--- src/rtl/decoder3to8_seq.sv ---
// Sequential 3-to-8 decoder with an input code FIFO.
// Each code is replayed as a held one-hot pattern followed by a zero gap.
module decoder3to8_seq #(
  parameter int HOLD_CYCLES = 4,
  parameter int FIFO_DEPTH  = 4
) (
  input  logic                        clk,
  input  logic                        rst_n,
  input  logic                        in_valid,
  output logic                        in_ready,
  input  logic [2:0]                  in_code,
  input  logic                        flush,
  output logic [7:0]                  out,
  output logic                        out_valid,
  output logic [$clog2(FIFO_DEPTH):0] fifo_count
);

  localparam int AW = $clog2(FIFO_DEPTH);
  localparam logic [AW:0] FULL =
    (AW+1)'(FIFO_DEPTH);
  localparam logic [7:0] HOLD_M1 =
    8'(HOLD_CYCLES - 1);

  typedef enum logic [1:0] {
    IDLE,
    DRIVE,
    GAP
  } state_t;

  state_t        state_q, state_d;
  logic [7:0]    hold_q, hold_d;
  logic [7:0]    out_d;
  logic          vld_d;
  logic [2:0]    mem [FIFO_DEPTH];
  logic [AW-1:0] wptr_q, rptr_q;
  logic [AW:0]   cnt_q;
  logic          can_pop;
  logic          push;
  logic          pop;

  assign in_ready   = (cnt_q != FULL);
  assign fifo_count = cnt_q;
  assign can_pop    = (state_q != DRIVE);
  assign push = in_valid && in_ready
             && !flush;
  assign pop  = can_pop && (cnt_q != '0)
             && !flush;

  // Code storage; contents need no reset.
  always_ff @(posedge clk) begin
    if (push) mem[wptr_q] <= in_code;
  end

  // FIFO pointers and occupancy.
  always_ff @(posedge clk or negedge rst_n) begin
    if (!rst_n) begin
      wptr_q <= '0;
      rptr_q <= '0;
      cnt_q  <= '0;
    end else if (flush) begin
      wptr_q <= '0;
      rptr_q <= '0;
      cnt_q  <= '0;
    end else begin
      if (push) wptr_q <= wptr_q + 1'b1;
      if (pop)  rptr_q <= rptr_q + 1'b1;
      unique case (1'b1)
        push && !pop: cnt_q <= cnt_q + 1'b1;
        pop && !push: cnt_q <= cnt_q - 1'b1;
        default:      cnt_q <= cnt_q;
      endcase
    end
  end

  // FSM and output registers.
  always_ff @(posedge clk or negedge rst_n) begin
    if (!rst_n) begin
      state_q   <= IDLE;
      hold_q    <= '0;
      out       <= '0;
      out_valid <= 1'b0;
    end else begin
      state_q   <= state_d;
      hold_q    <= hold_d;
      out       <= out_d;
      out_valid <= vld_d;
    end
  end

  // Next state: pop into DRIVE, count down, then gap.
  always_comb begin
    state_d = state_q;
    hold_d  = hold_q;
    out_d   = out;
    vld_d   = out_valid;
    unique case (state_q)
      IDLE, GAP: begin
        if (pop) begin
          out_d   = 8'h01 << mem[rptr_q];
          vld_d   = 1'b1;
          hold_d  = HOLD_M1;
          state_d = DRIVE;
        end else begin
          out_d   = '0;
          vld_d   = 1'b0;
          state_d = IDLE;
        end
      end
      DRIVE: begin
        if (hold_q == '0) begin
          out_d   = '0;
          vld_d   = 1'b0;
          state_d = GAP;
        end else begin
          hold_d = hold_q - 1'b1;
        end
      end
      default: begin
        out_d   = '0;
        vld_d   = 1'b0;
        hold_d  = '0;
        state_d = IDLE;
      end
    endcase
    if (flush) begin
      out_d   = '0;
      vld_d   = 1'b0;
      hold_d  = '0;
      state_d = IDLE;
    end
  end

endmodule
--- config.mk ---
export PLATFORM = sky130hd
export DESIGN_NAME = decoder3to8_seq
export DESIGN_NICKNAME = d
export VERILOG_FILES = /design/src/rtl/decoder3to8_seq.sv
export SDC_FILE = /design/constraint.sdc
export NUM_CORES = 1
export LEC_CHECK = 0
export ABC_AREA = 0
export CAP_MARGIN = 20
export CORE_MARGIN = 3
export CORE_UTILIZATION = 60
export DETAILED_ROUTE_END_ITERATION = 10
export PLACE_DENSITY_LB_ADDON = 0.2
export SYNTH_ARGS = -nofsm -noshare
export SYNTH_HDL_FRONTEND = slang
export SYNTH_SLANG_ARGS = --single-unit
--- constraint.sdc ---
create_clock -name clk -period 6.18 [get_ports clk]
set_input_delay 0.618 -clock clk [delete_from_list [all_inputs] [get_ports clk]]
set_output_delay 0.618 -clock clk [all_outputs]
set_load 0.01 [all_outputs]
==> results of run 1 <==
cell type report:
type,count,area (um2),area share
Clock inverter,3,40.0,0.0178
Sequential cell,38,1010,0.450
Inverter,6,22.5,0.0100
Clock buffer,5,37.5,0.0167
Multi-Input combinational cell,105,865,0.385
Timing Repair Buffer,20,218,0.0969
Tap cell,42,52.6,0.0234
worst max-delay path by stage:
stage               start       endpoint  slack, ns  cells past startpoint
floorplan           flush  fifo_count[2]       3.87                      7
global placement    flush  fifo_count[2]       3.32                      6
detailed placement  flush  fifo_count[2]       3.26                      6
CTS                 flush  fifo_count[2]       3.62                      6
global route        flush  fifo_count[2]       3.44                      6
finish              flush  fifo_count[2]       3.60                      6
cell families (layout without fill, tap and decap cells):
kind of cell,count (synthesis),after routing,synth area share
buffers and inverters,10,34,0.0209
muxes,7,7,0.0575
DFF,38,38,0.528
AOI/OAI and AO/OA,25,25,0.106
xor gates and xnor gates,8,8,0.0405
and+or+nand+nor,59,59,0.204
adders and majority gates,6,6,0.0431
sequential cells by signal, summed over array words and instances (netlist names):
register / cells
out_valid: 1
rptr_q: 2
out: 8
fifo_count: 3
state_q: 2
wptr_q: 2
mem: 12
hold_q: 8
cells in the mapped netlist (2+ instances only):
cell | number | area (um2)
a21o_1 | 2 | 15.0
a21oi_1 | 5 | 25.0
a22o_1 | 2 | 17.5
a32o_1 | 4 | 40.0
and2_1 | 5 | 31.3
buf_2 | 2 | 10.0
dfrtp_1 | 26 | 651
edfxtp_1 | 12 | 360
ha_1 | 5 | 62.6
inv_1 | 6 | 22.5
mux2i_1 | 2 | 20.0
mux4_2 | 3 | 67.6
nand2_1 | 7 | 26.3
nand2b_1 | 3 | 18.8
nand3_1 | 3 | 15.0
nor2_1 | 15 | 56.3
nor2b_1 | 3 | 18.8
nor3_1 | 6 | 30.0
nor4_4 | 2 | 42.5
o211a_1 | 2 | 20.0
o21ai_0 | 2 | 10.0
o31ai_1 | 3 | 22.5
or2_2 | 2 | 12.5
xnor2_1 | 6 | 52.6
worst register-to-register path, stage by stage, from the launching register on:
cell	delay, ns
dfrtp_1	0.57
nor2b_1	0.33
nor2_2	0.14
nand2_1	0.08
nor2_1	0.05
fa_1	0.42
nand3_1	0.09
a2bb2oi_1	0.17
mux2_2	0.34
power by group:
| group | leakage (nW) | switching (W) | internal (W) |
|---|---|---|---|
| clock network | 0.0450 | 0.0000787 | 0.0000838 |
| registers | 0.461 | 0.0000852 | 0.000312 |
| logic | 0.431 | 0.000233 | 0.000232 |
| total | 0.937 | 0.000397 | 0.000628 |
metal layers:
| metal | share of wire | global-route usage |
|---|---|---|
| met1 | 0.44 | 0.238 |
| met2 | 0.49 | 0.314 |
| met3 | 0.051 | 0.0504 |
| met4 | 0.018 | 0.0606 |
| met5 | 0 | 0 |
metrics by stage:
step | std cells | hold slack [ns]
3_5_place_dp | 211 | 0.466
3_3_place_gp | 210 | 0.458
6_report | 219 | 0.488
5_1_grt | 219 | 0.525
4_1_cts | 219 | 0.491
2_1_floorplan | 153 | 0.322
==> results_tabular.tex, run 1 <==
\begin{tabular}{lr}
\hline
Metric & Value \\
\hline
\multicolumn{2}{l}{\textbf{Worst setup path}} \\
\quad R2R setup slack & a little under 4 ns \\
\quad Reg2reg start & state\_q[0] \\
\quad CP Data Required Time & 6.41 ns \\
\quad Endpoint type of the worst setup path & register \\
\quad Reg2Reg Capture Point & fifo\_count[2] \\
\quad CP Data Arrival Time & between 2 and 3 ns \\
\quad CP max stage cell & clkdlybuf4s50\_1 \\
\quad Highest cell delay on the worst timing path & 1.02 ns \\
\quad Critical-path cell list & clkdlybuf4s50\_1 -> nor2\_1 -> fa\_1 -> nand3\_1 -> a2bb2oi\_1 -> mux2\_2 \\
\quad Worst Setup Path Type & in -> reg \\
\quad CP delay by family, top & buffers and inverters \\
\quad Number of cells on the worst reg-to-reg path & 8 \\
\quad Number of buffers and inverters on the critical path & 1 \\
\quad Max Fanout on Critical Path & 22 \\
\quad Critical path launch point type & primary input \\
\multicolumn{2}{l}{\textbf{Synthesis}} \\
\quad Mapped Nets & between 150 and 200 \\
\quad Number of synthesized flops with an enable pin & 12 \\
\quad Seq/Total Area, Yosys & 0.528 \\
\quad Flip-flop cell with the highest count after synthesis & dfrtp\_1 \\
\quad Gate count of the mapped netlist & $\sim$150 \\
\quad Post-synthesis area per instance & 12.5 um2 \\
\quad Post-synth ARST share & 0.684 \\
\quad Count of warnings emitted by yosys & 0 \\
\quad Netlist cell types & 49 \\
\quad Post-synthesis sequential element count & 38 \\
\quad Combined area of all synthesized cells & around 1900 um2 \\
\multicolumn{2}{l}{\textbf{STA}} \\
\quad Maximum clock rate & 0.388 GHz \\
\quad Max Transition Viols Final & 0 \\
\quad Worst-Margin Slew & 0.841 ns \\
\quad Worst-case headroom to the max-slew limit & 0.438 \\
\quad Time the final worst path needs with I/O delays and setup & $\sim$2.6 ns \\
\quad Setup ws final & around 3.6 ns \\
\quad Max Clock Skew & 0.00617 ns \\
\quad Share of the clock period used by the worst path & 0.417 \\
\quad Number of hold violations in the final report & 0 \\
\quad Total Neg Setup Slack & 0 ns \\
\quad RSZ-0062 raised after global routing & no \\
\quad Final setup violation count & 0 \\
\multicolumn{2}{l}{\textbf{Flow run}} \\
\quad Max-capacitance violation count & 0 \\
\multicolumn{2}{l}{\textbf{Die}} \\
\quad Starting density of the core & 0.660 \\
\quad Std-Cell Rows & 19 \\
\quad DIE HEIGHT & 62.5 um \\
\quad Placeable core region & 2900 um2 \\
\quad Number of ports placed on the die boundary & 20 \\
\quad Die Area & 3910 um2 \\
\quad Floorplan die width & 62.5 um \\
\multicolumn{2}{l}{\textbf{Worst hold path}} \\
\quad Hold path startpoint & out[6] \\
\quad Hold WC Path Type & reg -> reg \\
\quad Min-Delay Endpoint & out[6] \\
\quad Hold path depth & 2 \\
\multicolumn{2}{l}{\textbf{Cells and area}} \\
\quad Syn-to-layout area delta & 17.2\% \\
\quad Most common library cell in the layout ignoring fill and taps & dfrtp\_1 \\
\quad Post-Route Utilization & 0.774 \\
\quad Layout net count & 189 \\
\quad Antenna diode count & 0 \\
\quad Filler cells & 192 \\
\quad Final instance area & between 2000 and 2500 um2 \\
\quad Share of final-layout standard cells stronger than drive strength 1 & 0.164 \\
\quad Highest-count cells in the layout ignoring fill and taps & dfrtp\_1 (26), clkdlybuf4s50\_1 (19), nor2\_1 (15) \\
\multicolumn{2}{l}{\textbf{Global routing}} \\
\quad Initial antenna violation count & 0 \\
\quad Pin count of the biggest net entering global routing & 23 \\
\quad GRT overflow & 0 \\
\quad Global-route total usage across every layer & 0.188 \\
\quad Number of global-route vias before repair & $\sim$1.3k \\
\quad Global-route wire length before repair & 5870 um \\
\multicolumn{2}{l}{\textbf{Power}} \\
\quad Power density normalized to cell area & 456 nW/um2 \\
\quad VDD IR max & 0.293 mV \\
\quad Leakage power summed over all cells & 0.937 nW \\
\quad Final Power & 0.00102 W \\
\multicolumn{2}{l}{\textbf{Clock tree}} \\
\quad Number of H-tree levels & 2 \\
\quad Clock edge transition at the registers on the reported setup and hold paths & about 0.11 ns \\
\quad Cts bufs inserted & 5 \\
\quad Skew-Pair Late Insertion Delay & 0.33 ns \\
\quad Number of buffers on the longest clock path & 2 \\
\quad Clk root buf & clkbuf\_4 \\
\quad Count of cells resized by post-cts repair & 0 \\
\quad Post-CTS Setup Inserts & 0 \\
\quad Hold buffer count at CTS & 0 \\
\quad Clock tree from TritonCTS & built \\
\quad Number of clock sinks & 38 \\
\multicolumn{2}{l}{\textbf{Detailed routing}} \\
\quad Via count normalized by instance count & 5.84 \\
\quad Drt total wl & 3320 um \\
\quad First-pass iteration count of the detailed router & 4 \\
\quad WL/cell & 15.2 um \\
\quad Vias after detailed routing & 1,278 \\
\quad Count of antenna-violating nets left after detailed routing & 0 \\
\quad Drc violations & 0 \\
\quad First DRT Iteration DRCs & 51 \\
\multicolumn{2}{l}{\textbf{Placed design}} \\
\quad Post-detailed-placement half-perimeter wirelength & about 2500 um \\
\quad DP Area & 2170 um2 \\
\quad Worst slack at placement & 3.26 ns \\
\quad Total of buffers placed on input and output ports & 19 \\
\quad GP Congestion & between 0.8 and 0.9 \\
\multicolumn{2}{l}{\textbf{Status}} \\
\quad Result of the run & completed \\
\hline
\end{tabular}
Note: power is estimated with default switching activity, not from simulation.
==> run 2: changes to the inputs <==
Settings changed: CORE_UTILIZATION 60 to 56.
Clock period 6.18 ns to 2.6 ns, I/O delays scaled along.
==> results_tabular.tex, run 2 (synthesis gave the netlist of run 1 again) <==
\begin{tabular}{lr}
\hline
Metric & Value \\
\hline
\multicolumn{2}{l}{\textbf{Clock tree}} \\
\quad Clock edge transition at the registers on the reported setup and hold paths & 0.12 ns (was 0.11 ns) \\
\quad Clock tree from TritonCTS & built (unchanged) \\
\quad Number of buffers on the longest clock path & 2 (unchanged) \\
\quad Hold buffer count at CTS & 0 (unchanged) \\
\quad Count of cells resized by post-cts repair & 0 (unchanged) \\
\quad Clk root buf & clkbuf\_4 (unchanged) \\
\quad Number of H-tree levels & 2 (unchanged) \\
\quad Post-CTS Setup Inserts & 0 (unchanged) \\
\quad Skew-Pair Late Insertion Delay & 0.35 ns (was 0.33 ns) \\
\quad Cts bufs inserted & 5 (unchanged) \\
\quad Number of clock sinks & 38 (unchanged) \\
\multicolumn{2}{l}{\textbf{Detailed routing}} \\
\quad Drc violations & 0 (unchanged) \\
\quad First-pass iteration count of the detailed router & 4 (unchanged) \\
\quad First DRT Iteration DRCs & 58 (was 51) \\
\quad Vias after detailed routing & 1,259 (was 1,278) \\
\quad WL/cell & 15.2 um (about the same) \\
\quad Drt total wl & 3430 um (was 3320 um) \\
\quad Via count normalized by instance count & 5.60 (was 5.84) \\
\quad Count of antenna-violating nets left after detailed routing & 0 (unchanged) \\
\multicolumn{2}{l}{\textbf{Cells and area}} \\
\quad Seq. cell area & 1010 um2 (unchanged) \\
\quad Share of final-layout standard cells stronger than drive strength 1 & 0.182 (was 0.164) \\
\quad Number of flip-flops in the largest register & 12 (unchanged) \\
\quad Most common library cell in the layout ignoring fill and taps & dfrtp\_1 (unchanged) \\
\quad Antenna diode count & 0 (unchanged) \\
\quad Footprint of the multi-input gates & 865 um2 (unchanged) \\
\quad Biggest register & mem (unchanged) \\
\quad Registers with the most flip-flops & mem x12, hold\_q x8, out x8 (unchanged) \\
\quad Post-Route Utilization & 0.725 (was 0.774) \\
\quad Filler cells & 238 (was 192) \\
\quad Highest-count cells in the layout ignoring fill and taps & dfrtp\_1 (26), clkdlybuf4s50\_1 (19), nor2\_1 (15) (unchanged) \\
\quad Syn-to-layout area delta & 19.4\% (was 17.2\%) \\
\quad Final instance area & 2290 um2 (was 2250 um2) \\
\quad Layout net count & 193 (was 189) \\
\multicolumn{2}{l}{\textbf{STA}} \\
\quad Setup ws final & 0.387 ns (was 3.60 ns) \\
\quad Worst-case headroom to the max-slew limit & 0.421 (was 0.438) \\
\quad Final setup violation count & 0 (unchanged) \\
\quad RSZ-0062 raised after global routing & no (unchanged) \\
\quad Time the final worst path needs with I/O delays and setup & 2.21 ns \\
\quad Worst-Margin Slew & 0.858 ns (was 0.841 ns) \\
\quad Total Neg Setup Slack & 0 ns (unchanged) \\
\quad Max Transition Viols Final & 0 (unchanged) \\
\quad Max Clock Skew & 0.00634 ns (was 0.00617 ns) \\
\quad Number of hold violations in the final report & 0 (unchanged) \\
\quad Hold Slack & 0.268 ns (was 0.488 ns) \\
\quad Share of the clock period used by the worst path & 0.851 \\
\quad Maximum clock rate & between 0.4 and 0.5 GHz \\
\multicolumn{2}{l}{\textbf{Die}} \\
\quad DIE HEIGHT & 64.5 um (was 62.5 um) \\
\quad Number of ports placed on the die boundary & 20 (unchanged) \\
\quad Floorplan die width & 64.5 um (was 62.5 um) \\
\quad Placeable core region & 3150 um2 (was 2900 um2) \\
\quad Std-Cell Rows & 20 (was 19) \\
\quad Die Area & 4160 um2 (was 3910 um2) \\
\quad Starting density of the core & 0.608 (was 0.660) \\
\multicolumn{2}{l}{\textbf{Placed design}} \\
\quad Post-detailed-placement half-perimeter wirelength & 2570 um (was 2530 um) \\
\quad Worst slack at placement & 0.405 ns (was 3.26 ns) \\
\quad Total of buffers placed on input and output ports & 19 (unchanged) \\
\quad DP Area & 2180 um2 (was 2170 um2) \\
\quad GP Congestion & 0.787 (was 0.874) \\
\multicolumn{2}{l}{\textbf{Global routing}} \\
\quad Number of global-route vias before repair & 1,285 (was 1,286) \\
\quad Global-route total usage across every layer & 0.190 (was 0.188) \\
\quad GRT overflow & 0 (unchanged) \\
\quad Initial antenna violation count & 0 (unchanged) \\
\quad Global-route wire length before repair & 6040 um (was 5870 um) \\
\quad Pin count of the biggest net entering global routing & 27 (was 23) \\
\multicolumn{2}{l}{\textbf{Worst setup path}} \\
\quad Critical-path cell list & or3b\_4 -> nand2\_4 -> nand2\_1 -> nor2\_1 -> fa\_1 -> nor3\_1 -> a2bb2oi\_1 -> mux2\_2 (was clkdlybuf4s50\_1 -> nor2\_1 -> fa\_1 -> nand3\_1 -> a2bb2oi\_1 -> mux2\_2) \\
\quad Number of buffers and inverters on the critical path & 0 (was 1) \\
\quad CP Data Required Time & 2.85 ns (was 6.41 ns) \\
\quad CP delay by family, top & simple AND/OR/NAND/NOR gates (was buffers and inverters) \\
\quad CP Data Arrival Time & 2.46 ns (was 2.81 ns) \\
\quad Critical path launch point type & register (was primary input) \\
\quad Max Fanout on Critical Path & 8 (was 22) \\
\quad Worst Setup Path Type & reg -> reg (was in -> reg) \\
\quad CP max stage cell & dfrtp\_1 (was clkdlybuf4s50\_1) \\
\quad R2R setup slack & 0.39 ns (was 3.89 ns) \\
\quad Endpoint type of the worst setup path & register (unchanged) \\
\quad Highest cell delay on the worst timing path & 0.51 ns (was 1.02 ns) \\
\multicolumn{2}{l}{\textbf{Power}} \\
\quad Switching power share of the total & 0.378 (was 0.388) \\
\quad Internal power consumption & 0.00162 W (was 0.000628 W) \\
\quad VDD IR max & 0.697 mV (was 0.293 mV) \\
\quad Power share of the combinational group & 0.451 (was 0.454) \\
\quad Leakage power summed over all cells & 0.959 nW (was 0.937 nW) \\
\quad Clock network power share & 0.193 (was 0.159) \\
\quad Part of the power in registers & 0.356 (was 0.387) \\
\quad Sw Pwr & 0.000988 W (was 0.000397 W) \\
\quad Power density normalized to cell area & 1140 nW/um2 (was 456 nW/um2) \\
\multicolumn{2}{l}{\textbf{Status}} \\
\quad Result of the run & completed (unchanged) \\
\multicolumn{2}{l}{\textbf{Flow run}} \\
\quad Max-capacitance violation count & 0 (unchanged) \\
\multicolumn{2}{l}{\textbf{Worst hold path}} \\
\quad Hold WC Path Type & in -> async (was reg -> reg) \\
\hline
\end{tabular}
[run 2: cell count changes in the layout (fill, tap and decap cells not counted), sizes merged]
cell,change
buf,+4
clkinv,-1
bufinv,+1
[run 2: final cells by class]
class / count / area share
clock buffers: 5 / 0.0164
clock inverters: 3 / 0.0301
inverters: 6 / 0.00985
multi-input cells: 105 / 0.378
flip-flops and latches: 38 / 0.442
well taps: 44 / 0.0241
repair buffers: 24 / 0.0996
[run 2: per-layer routing]
layer / wire length (um) / global-route usage / share of wire / vias to the layer above
met3: 177 / 0.0537 / 0.052 / 7
met4: 44 / 0.0607 / 0.013 / 0
met5: 0 / 0 / 0 / -
met1: 1610 / 0.265 / 0.47 / 610
met2: 1600 / 0.290 / 0.47 / 26
li1: - / - / - / 616
[run 2: path summary, 6_finish.rpt]
path,from,end,depth (start not counted)
max,fifo_count[0],fifo_count[2],8
min,rst_n,out[5],2
max reg2reg,fifo_count[0],fifo_count[2],8
min reg2reg,out_valid,out_valid,1
max in group asynchronous,rst_n,fifo_count[0],2
min in group clk,out_valid,out_valid,1
[run 2: power by group through the flow]
stage	combinational (W)	sequential, W	clock, W
6_report	0.00118	0.000929	0.000504
5_1_grt	0.00130	0.000953	0.000541
4_1_cts	0.00118	0.000929	0.000513
3_5_place_dp	0.00117	0.000941	0
3_3_place_gp	0.00114	0.000926	0
2_1_floorplan	0.000867	0.000918	0
[run 2: through the flow]
step,total power [W],std cells
global placement,0.00206,217
CTS,0.00262,225
global route,0.00279,225
detailed placement,0.00211,217
finish,0.00261,225
floorplan,0.00178,153
[run 2: worst register-to-register path, delay by kind of cell (launching register included)]
kind / cells / cell delay [ns]
adders and majority gates: 1 / 0.20
muxes: 1 / 0.34
and+or+nand+nor: 5 / 0.89
DFF: 1 / 0.51
AOI/OAI and AO/OA: 1 / 0.18
==> run 3: changes to the inputs <==
Settings changed: PLACE_DENSITY set to 0.83, PLACE_DENSITY_LB_ADDON 0.2 to unset.
==> results_tabular.tex, run 3 (synthesis gave the netlist of run 1 again) <==
\begin{tabular}{lr}
\hline
Metric & Value \\
\hline
\multicolumn{2}{l}{\textbf{STA}} \\
\quad RSZ-0062 raised after global routing & no (unchanged) \\
\quad Time the final worst path needs with I/O delays and setup & 2.20 ns (was 2.21 ns) \\
\quad Number of hold violations in the final report & 0 (unchanged) \\
\quad Hold Slack & 0.271 ns (was 0.268 ns) \\
\quad Worst-Margin Slew & 0.766 ns (was 0.858 ns) \\
\quad Worst-case headroom to the max-slew limit & 0.483 (was 0.421) \\
\quad Max Clock Skew & 0.00873 ns (was 0.00634 ns) \\
\quad Final setup violation count & 0 (unchanged) \\
\quad Max Transition Viols Final & 0 (unchanged) \\
\quad Maximum clock rate & 0.454 GHz (was 0.452 GHz) \\
\quad Share of the clock period used by the worst path & 0.847 (was 0.851) \\
\quad Setup ws final & 0.397 ns (was 0.387 ns) \\
\quad Total Neg Setup Slack & 0 ns (unchanged) \\
\multicolumn{2}{l}{\textbf{Global routing}} \\
\quad Pin count of the biggest net entering global routing & 27 (unchanged) \\
\quad Global-route total usage across every layer & 0.194 (was 0.190) \\
\quad GRT overflow & 0 (unchanged) \\
\quad Number of global-route vias before repair & 1,295 (was 1,285) \\
\quad Global-route wire length before repair & 6060 um (was 6040 um) \\
\quad Initial antenna violation count & 0 (unchanged) \\
\multicolumn{2}{l}{\textbf{Worst hold path}} \\
\quad Hold WC Path Type & in -> async (unchanged) \\
\multicolumn{2}{l}{\textbf{Worst setup path}} \\
\quad Critical-path cell list & or3b\_4 -> nand2\_4 -> nand2\_1 -> nor2\_1 -> fa\_1 -> nor3\_1 -> a2bb2oi\_1 -> mux2\_2 (unchanged) \\
\quad Worst Setup Path Type & reg -> reg (unchanged) \\
\quad CP delay by family, top & simple AND/OR/NAND/NOR gates (unchanged) \\
\quad R2R setup slack & 0.40 ns (was 0.39 ns) \\
\quad Critical path launch point type & register (unchanged) \\
\quad CP Data Required Time & 2.84 ns (was 2.85 ns) \\
\quad Endpoint type of the worst setup path & register (unchanged) \\
\quad Highest cell delay on the worst timing path & 0.50 ns (was 0.51 ns) \\
\quad CP Data Arrival Time & 2.45 ns (was 2.46 ns) \\
\quad Crit path launch & fifo\_count[0] (unchanged) \\
\quad Reg2Reg Capture Point & fifo\_count[2] (unchanged) \\
\quad Number of buffers and inverters on the critical path & 0 (unchanged) \\
\quad Number of cells on the worst reg-to-reg path & 8 (unchanged) \\
\quad Max Fanout on Critical Path & 8 (unchanged) \\
\quad Reg2reg start & fifo\_count[0] (unchanged) \\
\quad CP max stage cell & dfrtp\_1 (unchanged) \\
\multicolumn{2}{l}{\textbf{Clock tree}} \\
\quad Count of cells resized by post-cts repair & 0 (unchanged) \\
\quad Clk root buf & clkbuf\_4 (unchanged) \\
\quad Number of clock sinks & 38 (unchanged) \\
\quad Hold buffer count at CTS & 0 (unchanged) \\
\quad Clock edge transition at the registers on the reported setup and hold paths & 0.11 ns (was 0.12 ns) \\
\quad Number of H-tree levels & 2 (unchanged) \\
\quad Clock tree from TritonCTS & built (unchanged) \\
\quad Post-CTS Setup Inserts & 0 (unchanged) \\
\quad Cts bufs inserted & 5 (unchanged) \\
\quad Number of buffers on the longest clock path & 2 (unchanged) \\
\quad Skew-Pair Late Insertion Delay & 0.35 ns (about the same) \\
\multicolumn{2}{l}{\textbf{Placed design}} \\
\quad Placed cell count & 217 (unchanged) \\
\quad Worst slack at placement & 0.398 ns (was 0.405 ns) \\
\quad GP Congestion & 0.844 (was 0.787) \\
\quad Post-detailed-placement half-perimeter wirelength & 2580 um (was 2570 um) \\
\quad Total of buffers placed on input and output ports & 19 (unchanged) \\
\multicolumn{2}{l}{\textbf{Power}} \\
\quad Internal power consumption & 0.00165 W (was 0.00162 W) \\
\quad Power share of the combinational group & 0.446 (was 0.451) \\
\quad Final Power & 0.00261 W (about the same) \\
\quad Part of the power in registers & 0.356 (about the same) \\
\quad Clock network power share & 0.197 (was 0.193) \\
\quad VDD IR max & 0.679 mV (was 0.697 mV) \\
\quad Sw Pwr & 0.000963 W (was 0.000988 W) \\
\quad Leakage power summed over all cells & 0.962 nW (was 0.959 nW) \\
\quad Switching power share of the total & 0.369 (was 0.378) \\
\quad Power density normalized to cell area & 1140 nW/um2 (about the same) \\
\multicolumn{2}{l}{\textbf{Detailed routing}} \\
\quad Count of antenna-violating nets left after detailed routing & 0 (unchanged) \\
\quad First DRT Iteration DRCs & 58 (unchanged) \\
\quad Drc violations & 0 (unchanged) \\
\quad Via count normalized by instance count & 5.67 (was 5.60) \\
\quad First-pass iteration count of the detailed router & 4 (unchanged) \\
\quad Vias after detailed routing & 1,276 (was 1,259) \\
\quad Drt total wl & 3490 um (was 3430 um) \\
\quad WL/cell & 15.5 um (was 15.2 um) \\
\multicolumn{2}{l}{\textbf{Cells and area}} \\
\quad Biggest register & mem (unchanged) \\
\quad Most common library cell in the layout ignoring fill and taps & dfrtp\_1 (unchanged) \\
\quad Share of final-layout standard cells stronger than drive strength 1 & 0.182 (unchanged) \\
\quad Filler cells & 221 (was 238) \\
\quad Antenna diode count & 0 (unchanged) \\
\quad Number of flip-flops in the largest register & 12 (unchanged) \\
\quad Registers with the most flip-flops & mem x12, hold\_q x8, out x8 (unchanged) \\
\quad Syn-to-layout area delta & 19.7\% (was 19.4\%) \\
\quad Layout net count & 193 (unchanged) \\
\quad Non-filler cells in the finished layout & 225 (unchanged) \\
\quad Highest-count cells in the layout ignoring fill and taps & dfrtp\_1 (26), clkdlybuf4s50\_1 (19), nor2\_1 (15) (unchanged) \\
\multicolumn{2}{l}{\textbf{Die}} \\
\quad Floorplan die width & 64.5 um (unchanged) \\
\quad Die Area & 4160 um2 (unchanged) \\
\quad Number of ports placed on the die boundary & 20 (unchanged) \\
\quad Placeable core region & 3150 um2 (unchanged) \\
\quad Std-Cell Rows & 20 (unchanged) \\
\quad Starting density of the core & 0.608 (unchanged) \\
\quad DIE HEIGHT & 64.5 um (unchanged) \\
\multicolumn{2}{l}{\textbf{Flow run}} \\
\quad Max-capacitance violation count & 0 (unchanged) \\
\multicolumn{2}{l}{\textbf{Status}} \\
\quad Result of the run & completed (unchanged) \\
\hline
\end{tabular}
## run 3: metal layers
metal  vias to the layer above  global-route usage  wire [um]
met5                         -                   0          0
met4                         0              0.0660         51
met3                         5              0.0693        216
met2                        38               0.316       1680
met1                       623               0.240       1550
li1                        610                   -          -
## run 3: cell type report
class / instances / area [um2] / area share
Inverter: 6 / 22.5 / 0.00983
Timing Repair Buffer: 24 / 228 / 0.0993
Multi-Input combinational cell: 105 / 865 / 0.377
Clock inverter: 2 / 60.1 / 0.0262
Clock buffer: 6 / 51.3 / 0.0224
Sequential cell: 38 / 1010 / 0.441
Tap cell: 44 / 55.1 / 0.0240
## run 3: how the worst max path moves through the flow
stage	endpoint	slack (ns)	cells past startpoint
global placement	fifo_count[2]	0.50	8
floorplan	fifo_count[2]	0.48	8
finish	fifo_count[2]	0.40	8
detailed placement	fifo_count[2]	0.40	8
CTS	fifo_count[2]	0.39	8
global route	fifo_count[2]	0.23	8
## run 3: stage by stage
step / util / cell area, um2
global route: 0.727 / 2290
CTS: 0.727 / 2290
finish: 0.727 / 2290
floorplan: - / 1920
global placement: 0.692 / 2180
detailed placement: 0.692 / 2180
## run 3: worst reg2reg max path: stages, from the launching register on
cell and delay, ns:
dfrtp_1 0.50, or3b_4 0.47, nand2_4 0.13, nand2_1 0.07
nor2_1 0.12, fa_1 0.22, nor3_1 0.07, a2bb2oi_1 0.18
mux2_2 0.35
## run 3: power by group through the flow
stage	Sequential, W	Combinational (W)	Clock, W
floorplan	0.000918	0.000867	0
global placement	0.000926	0.00113	0
detailed placement	0.000941	0.00115	0
CTS	0.000931	0.00117	0.000528
global route	0.000957	0.00127	0.000554
finish	0.000931	0.00117	0.000515
